$ cat config.mk
export PLATFORM = sky130hd
export DESIGN_NAME = impl_ram_port_arbiter
export DESIGN_NICKNAME = d
export VERILOG_FILES = /design/src/rtl/impl_ram_port_arbiter.sv
export SDC_FILE = /design/constraint.sdc
export NUM_CORES = 1
export LEC_CHECK = 0
export ABC_CLOCK_PERIOD_IN_PS = 2100
export CORE_AREA = 2 2 110 112
export CTS_BUF_LIST = sky130_fd_sc_hd__clkbuf_16
export CTS_CLUSTER_SIZE = 40
export DETAILED_ROUTE_END_ITERATION = 16
export DIE_AREA = 0 0 112 114
export DONT_BUFFER_PORTS = 1
export PLACE_DENSITY_LB_ADDON = 0.25
export SYNTH_ARGS = -nofsm -noshare
export SYNTH_HDL_FRONTEND = slang
export SYNTH_SLANG_ARGS = --single-unit
$ cat constraint.sdc
create_clock -name clk_i -period 2.1 [get_ports clk_i]
set_input_delay 0.315 -clock clk_i [delete_from_list [all_inputs] [get_ports clk_i]]
set_output_delay 0.315 -clock clk_i [all_outputs]
set_load 0.005 [all_outputs]
$ cat src/rtl/impl_ram_port_arbiter.sv
// Port-B arbiter for the implementation RAM: core LSU has priority, the loader
// is guaranteed service by a starvation counter, read data is routed back one cycle later.
module impl_ram_port_arbiter #(
    parameter int ADDR_WIDTH = 22,
    parameter int MAX_WAIT   = 4
) (
    input  logic                  clk_i,
    input  logic                  rst_i,

    input  logic                  core_req_i,
    output logic                  core_gnt_o,
    input  logic [ADDR_WIDTH-1:0] core_addr_i,
    input  logic                  core_we_i,
    input  logic [3:0]            core_be_i,
    input  logic [31:0]           core_wdata_i,
    output logic                  core_rvalid_o,
    output logic [31:0]           core_rdata_o,

    input  logic                  ldr_req_i,
    output logic                  ldr_gnt_o,
    input  logic [ADDR_WIDTH-1:0] ldr_addr_i,
    input  logic                  ldr_we_i,
    input  logic [3:0]            ldr_be_i,
    input  logic [31:0]           ldr_wdata_i,
    output logic                  ldr_rvalid_o,
    output logic [31:0]           ldr_rdata_o,
    input  logic                  ldr_excl_i,

    output logic                  ram_en_o,
    output logic [ADDR_WIDTH-1:0] ram_addr_o,
    output logic [31:0]           ram_wdata_o,
    output logic                  ram_we_o,
    output logic [3:0]            ram_be_o,
    input  logic [31:0]           ram_rdata_i
);

    localparam logic [3:0] WAIT_LIMIT = 4'(MAX_WAIT);

    logic [3:0] starve_cnt;
    logic       core_win_p0;
    logic       ldr_win_p0;
    logic       winner_we_p0;

    logic       vld_p1;
    logic       owner_p1;
    logic       is_read_p1;

    function automatic logic [31:0] resp_data(input logic sel, input logic is_read,
                                              input logic [31:0] rdata);
        return (sel && is_read) ? rdata : 32'h0;
    endfunction

    // Stage p0: combinational arbitration and RAM drive
    always_comb begin
        core_win_p0 = 1'b0;
        ldr_win_p0  = 1'b0;
        if (!rst_i) begin
            if (ldr_excl_i) begin
                ldr_win_p0 = ldr_req_i;
            end else if (ldr_req_i && (starve_cnt == WAIT_LIMIT)) begin
                ldr_win_p0 = 1'b1;
            end else if (core_req_i) begin
                core_win_p0 = 1'b1;
            end else if (ldr_req_i) begin
                ldr_win_p0 = 1'b1;
            end
        end
    end

    assign core_gnt_o = core_win_p0;
    assign ldr_gnt_o  = ldr_win_p0;
    assign ram_en_o   = core_win_p0 | ldr_win_p0;

    always_comb begin
        ram_addr_o  = '0;
        ram_wdata_o = 32'h0;
        ram_we_o    = 1'b0;
        ram_be_o    = 4'h0;
        if (core_win_p0) begin
            ram_addr_o  = core_addr_i;
            ram_wdata_o = core_wdata_i;
            ram_we_o    = core_we_i;
            ram_be_o    = core_be_i;
        end else if (ldr_win_p0) begin
            ram_addr_o  = ldr_addr_i;
            ram_wdata_o = ldr_wdata_i;
            ram_we_o    = ldr_we_i;
            ram_be_o    = ldr_be_i;
        end
    end

    assign winner_we_p0 = ram_we_o;

    // Counter only advances while the loader is requesting and losing
    always_ff @(posedge clk_i) begin
        if (rst_i) begin
            starve_cnt <= 4'h0;
        end else if (!ldr_req_i || ldr_win_p0) begin
            starve_cnt <= 4'h0;
        end else if (starve_cnt != WAIT_LIMIT) begin
            starve_cnt <= starve_cnt + 4'h1;
        end
    end

    // Stage p1: response tracking register
    always_ff @(posedge clk_i) begin
        if (rst_i) begin
            vld_p1 <= 1'b0;
        end else begin
            vld_p1 <= core_win_p0 | ldr_win_p0;
        end
    end

    always_ff @(posedge clk_i) begin
        owner_p1   <= ldr_win_p0;
        is_read_p1 <= ~winner_we_p0;
    end

    // Gating with rst_i drops a response whose grant preceded a reset cycle
    assign core_rvalid_o = vld_p1 & ~owner_p1 & ~rst_i;
    assign ldr_rvalid_o  = vld_p1 &  owner_p1 & ~rst_i;
    assign core_rdata_o  = resp_data(core_rvalid_o, is_read_p1, ram_rdata_i);
    assign ldr_rdata_o   = resp_data(ldr_rvalid_o, is_read_p1, ram_rdata_i);

endmodule
==> parameters.txt, run 1 <==
Parameter                              Value

Detailed routing
  Drt total wl ... slightly below 9000 µm
  Post-route DRC violation count ... 0
  Routed via count divided by cell count ... 4.92
  Total number of vias ... about 2300
  First-pass iteration count of the detailed router ... 4
  Average detailed-routed wire length per instance ... 19.1 µm
  Antenna Nets Post-Route ... 0
  Starting DRC count in detailed routing ... 66

Critical path
  Max FO, Critical Path ... 8
  Worst-case reg-to-reg path depth ... 6
  CP required ... about 1.8 ns
  Data arrival time of the critical path ... 1.73 ns
  CP endpoint kind ... output pin
  Startpoint-to-endpoint class of the critical path ... register to output pin
  R2R Path Start ... starve_cnt[0]
  Worst reg-to-reg setup slack ... 0.48 ns
  Start point of the critical path ... starve_cnt[0]
  Critical path capture point ... ram_wdata_o[1]
  R2r endpoint ... is_read_p1
  Startpoint types ... register

Clocking
  Maximum buffer depth of the clock tree ... 2
  Htree depth ... 1
  Clock slew at the register clock pins of the worst setup and hold paths ... roughly 0.04 ns
  Clock Sinks ... 7
  CTS tree ... done
  Cts hold-fix bufs ... 0
  CTS Buf Count ... 3
  Clock Tree Root ... sky130_fd_sc_hd__clkbuf_16
  Skew-Pair Late Insertion Delay ... 0.23 ns

Placed design
  Count of port buffers added during placement ... 0
  Cell Count Post-Placement ... 437
  Placer's final routability congestion estimate ... 0.728
  Post-DP HPWL ... around 6700 µm

Synth
  Number of nets in the synthesized netlist ... 469
  Sequential area share after synthesis ... 5.63%
  Synthesized area per cell ... 7.98 µm²
  Synthesis warning total ... 0
  Cell Area, Synth ... 2490 µm²
  Main combinational cell family by area after synthesis ... compound AO/OA/AOI/OAI gates
  Register bit total from synthesis ... 7
  Area fraction in compound gates after synthesis ... 39.8%
  XOR/XNOR Fraction of Synth Area ... 0%
  Number of unique standard cell types used by synthesis ... 25
  Post-synthesis mux area share ... 0.402%
  Largest area contributor in the netlist ... sky130_fd_sc_hd__o32ai_2
  Cell count after synthesis ... 312
  Synthesized-area fraction occupied by adder cells ... 1.01%
  Top cells by area, synth ... sky130_fd_sc_hd__o32ai_2 (39%), sky130_fd_sc_hd__and2_1 (16%), sky130_fd_sc_hd__nand2b_1 (16%)
  Post-synthesis share of cell area spent on and, or, nand and nor gates ... 36.3%
  Area share of the largest cell type after synthesis ... 38.5%

Pwr
  Pwr/cell area ... 290 nW/µm²
  Leakage power ... 0.00123 µW
  Peak VDD IR ... 222 µV

Hold path
  Class of the tightest hold or removal check ... input port to register

Run status
  Outcome ... finished clean

STA
  Measured slew at the worst slew-check pin ... 0.280 ns
  Fin crit share ... 97.2%
  Final critical-path required period ... 2.04 ns
  Number of endpoints failing setup at the final stage ... 0
  Clock tree skew after final layout ... approximately 0.0019 ns
  Worst max-slew margin expressed relative to the limit ... 81.3%
  Setup repair after global routing missed its margin ... true
  Min Hold Slack ... 0.167 ns
  Final Hold Violating Endpoints ... 0
  Final number of max-transition violations ... 0
  Max Fclk ... 490 MHz

Global routing
  Wire length of the first global-routing pass ... 11800 µm
  Via count of the first global-routing pass ... between 2000 and 2500
  Overall routing resource usage ... 11.9%
  Largest net degree at the start of global routing ... 129
  Remaining global-route overflow ... 0
  Number of antenna violations at the first check in global routing ... 4

Die
  Die extent in x ... approximately 110 µm
  Die Ht ... between 100 and 150 µm
  Core footprint ... 11700 µm²
  Die Outline Area ... 12800 µm²
  # IOs ... 283
  Initial Util ... between 20% and 30%
  Number of rows created at floorplan ... 40

Final layout
  Syn-to-layout area delta ... 23.6%
  Filler Cell Count ... 1247
  Total Nets Final ... 472
  Ratio of cells with drive above 1 in the final layout ... 33.1%
  Number of non-filler instances in the completed layout ... 467

Job
  Max Cap Violations ... 0
==> sequential cells by signal, indices dropped and copies added (netlist names) <==
register,count
starve_cnt,4
is_read_p1,1
vld_p1,1
owner_p1,1
==> cells in the final DEF (no fill, tap or decap), types with 2 or more instances in the layout <==
cell type and count:
sky130_fd_sc_hd__dfxtp_2 2, sky130_fd_sc_hd__nand2b_1 62, sky130_fd_sc_hd__buf_6 5, sky130_fd_sc_hd__dfxtp_1 5, sky130_fd_sc_hd__inv_1 60, sky130_fd_sc_hd__nand3b_1 2, sky130_fd_sc_hd__buf_4 15, sky130_fd_sc_hd__clkbuf_16 5
sky130_fd_sc_hd__inv_2 2, sky130_fd_sc_hd__buf_16 5, sky130_fd_sc_hd__diode_2 6, sky130_fd_sc_hd__and2_1 64, sky130_fd_sc_hd__o32ai_2 56, sky130_fd_sc_hd__nor2_1 6, sky130_fd_sc_hd__o32ai_4 3, sky130_fd_sc_hd__buf_12 3
sky130_fd_sc_hd__nor3b_1 2
==> final cells by class <==
cell class	instances	area [µm²]	share of cell area [%]
clock inverters	1	3.75	0.122
repair buffers	31	432	14.0
well taps	147	184	5.98
multi-input cells	211	2000	64.9
flip-flops and latches	7	143	4.64
clock buffers	3	75.1	2.44
diodes	6	15.0	0.488
inverters	61	229	7.44
==> cells by family (layout without fill, tap and decap cells) <==
| kind of cell | count (synthesis) | in the layout |
|---|---|---|
| muxes | 1 | 1 |
| and+or+nand+nor | 145 | 145 |
| buffers and inverters | 94 | 96 |
| DFF | 7 | 7 |
| adders and majority gates | 2 | 2 |
| AOI/OAI and AO/OA | 63 | 63 |
| other | 0 | 6 |
==> report_power, final <==
part / internal, µW / leakage [µW] / total, µW / switching (µW)
Clock: 248 / 0.0000423 / 323 / 75.2
Combinational: 223 / 0.00113 / 429 / 205
Sequential: 138 / 0.0000582 / 141 / 2.79
==> through the flow <==
| step | area [µm²] | TNS (ns) | power [µW] | utilization, % | setup WS, ns |
|---|---|---|---|---|---|
| after floorplan | 2490 | 0 | 473 | - | 0.307 |
| after global placement | 2620 | 0 | 480 | 22.4 | 0.189 |
| after detailed placement | 2620 | 0 | 484 | 22.4 | 0.157 |
| after CTS | 3000 | 0 | 890 | 25.6 | 0.00196 |
| after global routing | 3060 | -0.0422 | 949 | 26.1 | -0.00665 |
| final | 3080 | 0 | 892 | 26.3 | 0.0591 |
==> worst min path at each step <==
stage                         start     end  slack, ns  depth (start not counted)
after CTS                     rst_i  vld_p1       0.16                          1
after global placement        rst_i  vld_p1       0.40                          1
after floorplan           ldr_req_i  vld_p1       0.45                          2
after global routing          rst_i  vld_p1       0.18                          1
after detailed placement      rst_i  vld_p1       0.41                          1
final                         rst_i  vld_p1       0.17                          1
==> metal layers <==
layer	vias to the layer above	global-route usage, %	share of wire (%)	wire length, µm
met1	1066	12.2	34	3070
met4	2	1.54	0.83	74
met5	-	0	0.15	13
met3	9	5.15	12	1080
met2	168	23.0	52	4680
li1	1052	-	-	-
==> synth_stat cells, drive strengths merged <==
library cell,count
nor3,2
ha,2
o21ai,1
buf,20
nor2b,1
nand3b,2
o32a,1
nand3,1
inv,61
nand2,1
and2,64
clkbuf,13
mux2i,1
and3b,2
o32ai,59
a21oi,1
nand2b,62
nor2,7
dfxtp,7
a21o,1
nor3b,3
==> critical path, cell delays in order, from the launching register on <==
cell,delay [ns]
sky130_fd_sc_hd__dfxtp_2,0.33
sky130_fd_sc_hd__inv_2,0.04
sky130_fd_sc_hd__ha_4,0.15
sky130_fd_sc_hd__and3b_2,0.23
sky130_fd_sc_hd__buf_6,0.12
sky130_fd_sc_hd__o21ai_4,0.12
sky130_fd_sc_hd__buf_6,0.13
sky130_fd_sc_hd__buf_8,0.14
sky130_fd_sc_hd__buf_16,0.14
sky130_fd_sc_hd__o32ai_2,0.09
==> repair_timing <==
action / in CTS / in global routing
pin swaps: 3 / 2
buffers inserted: 13 / 2
setup endpoints to repair: 60 / 55
cloned: 5 / 2
gates resized for setup: 19 / 4
Note: power is estimated with default switching activity, not from simulation.
==> run 2: changes to the inputs <==
- CTS_CLUSTER_SIZE: 40 -> 16
==> results of run 2 <==
Final layout, timing and power as in run 1 (identical DEF).
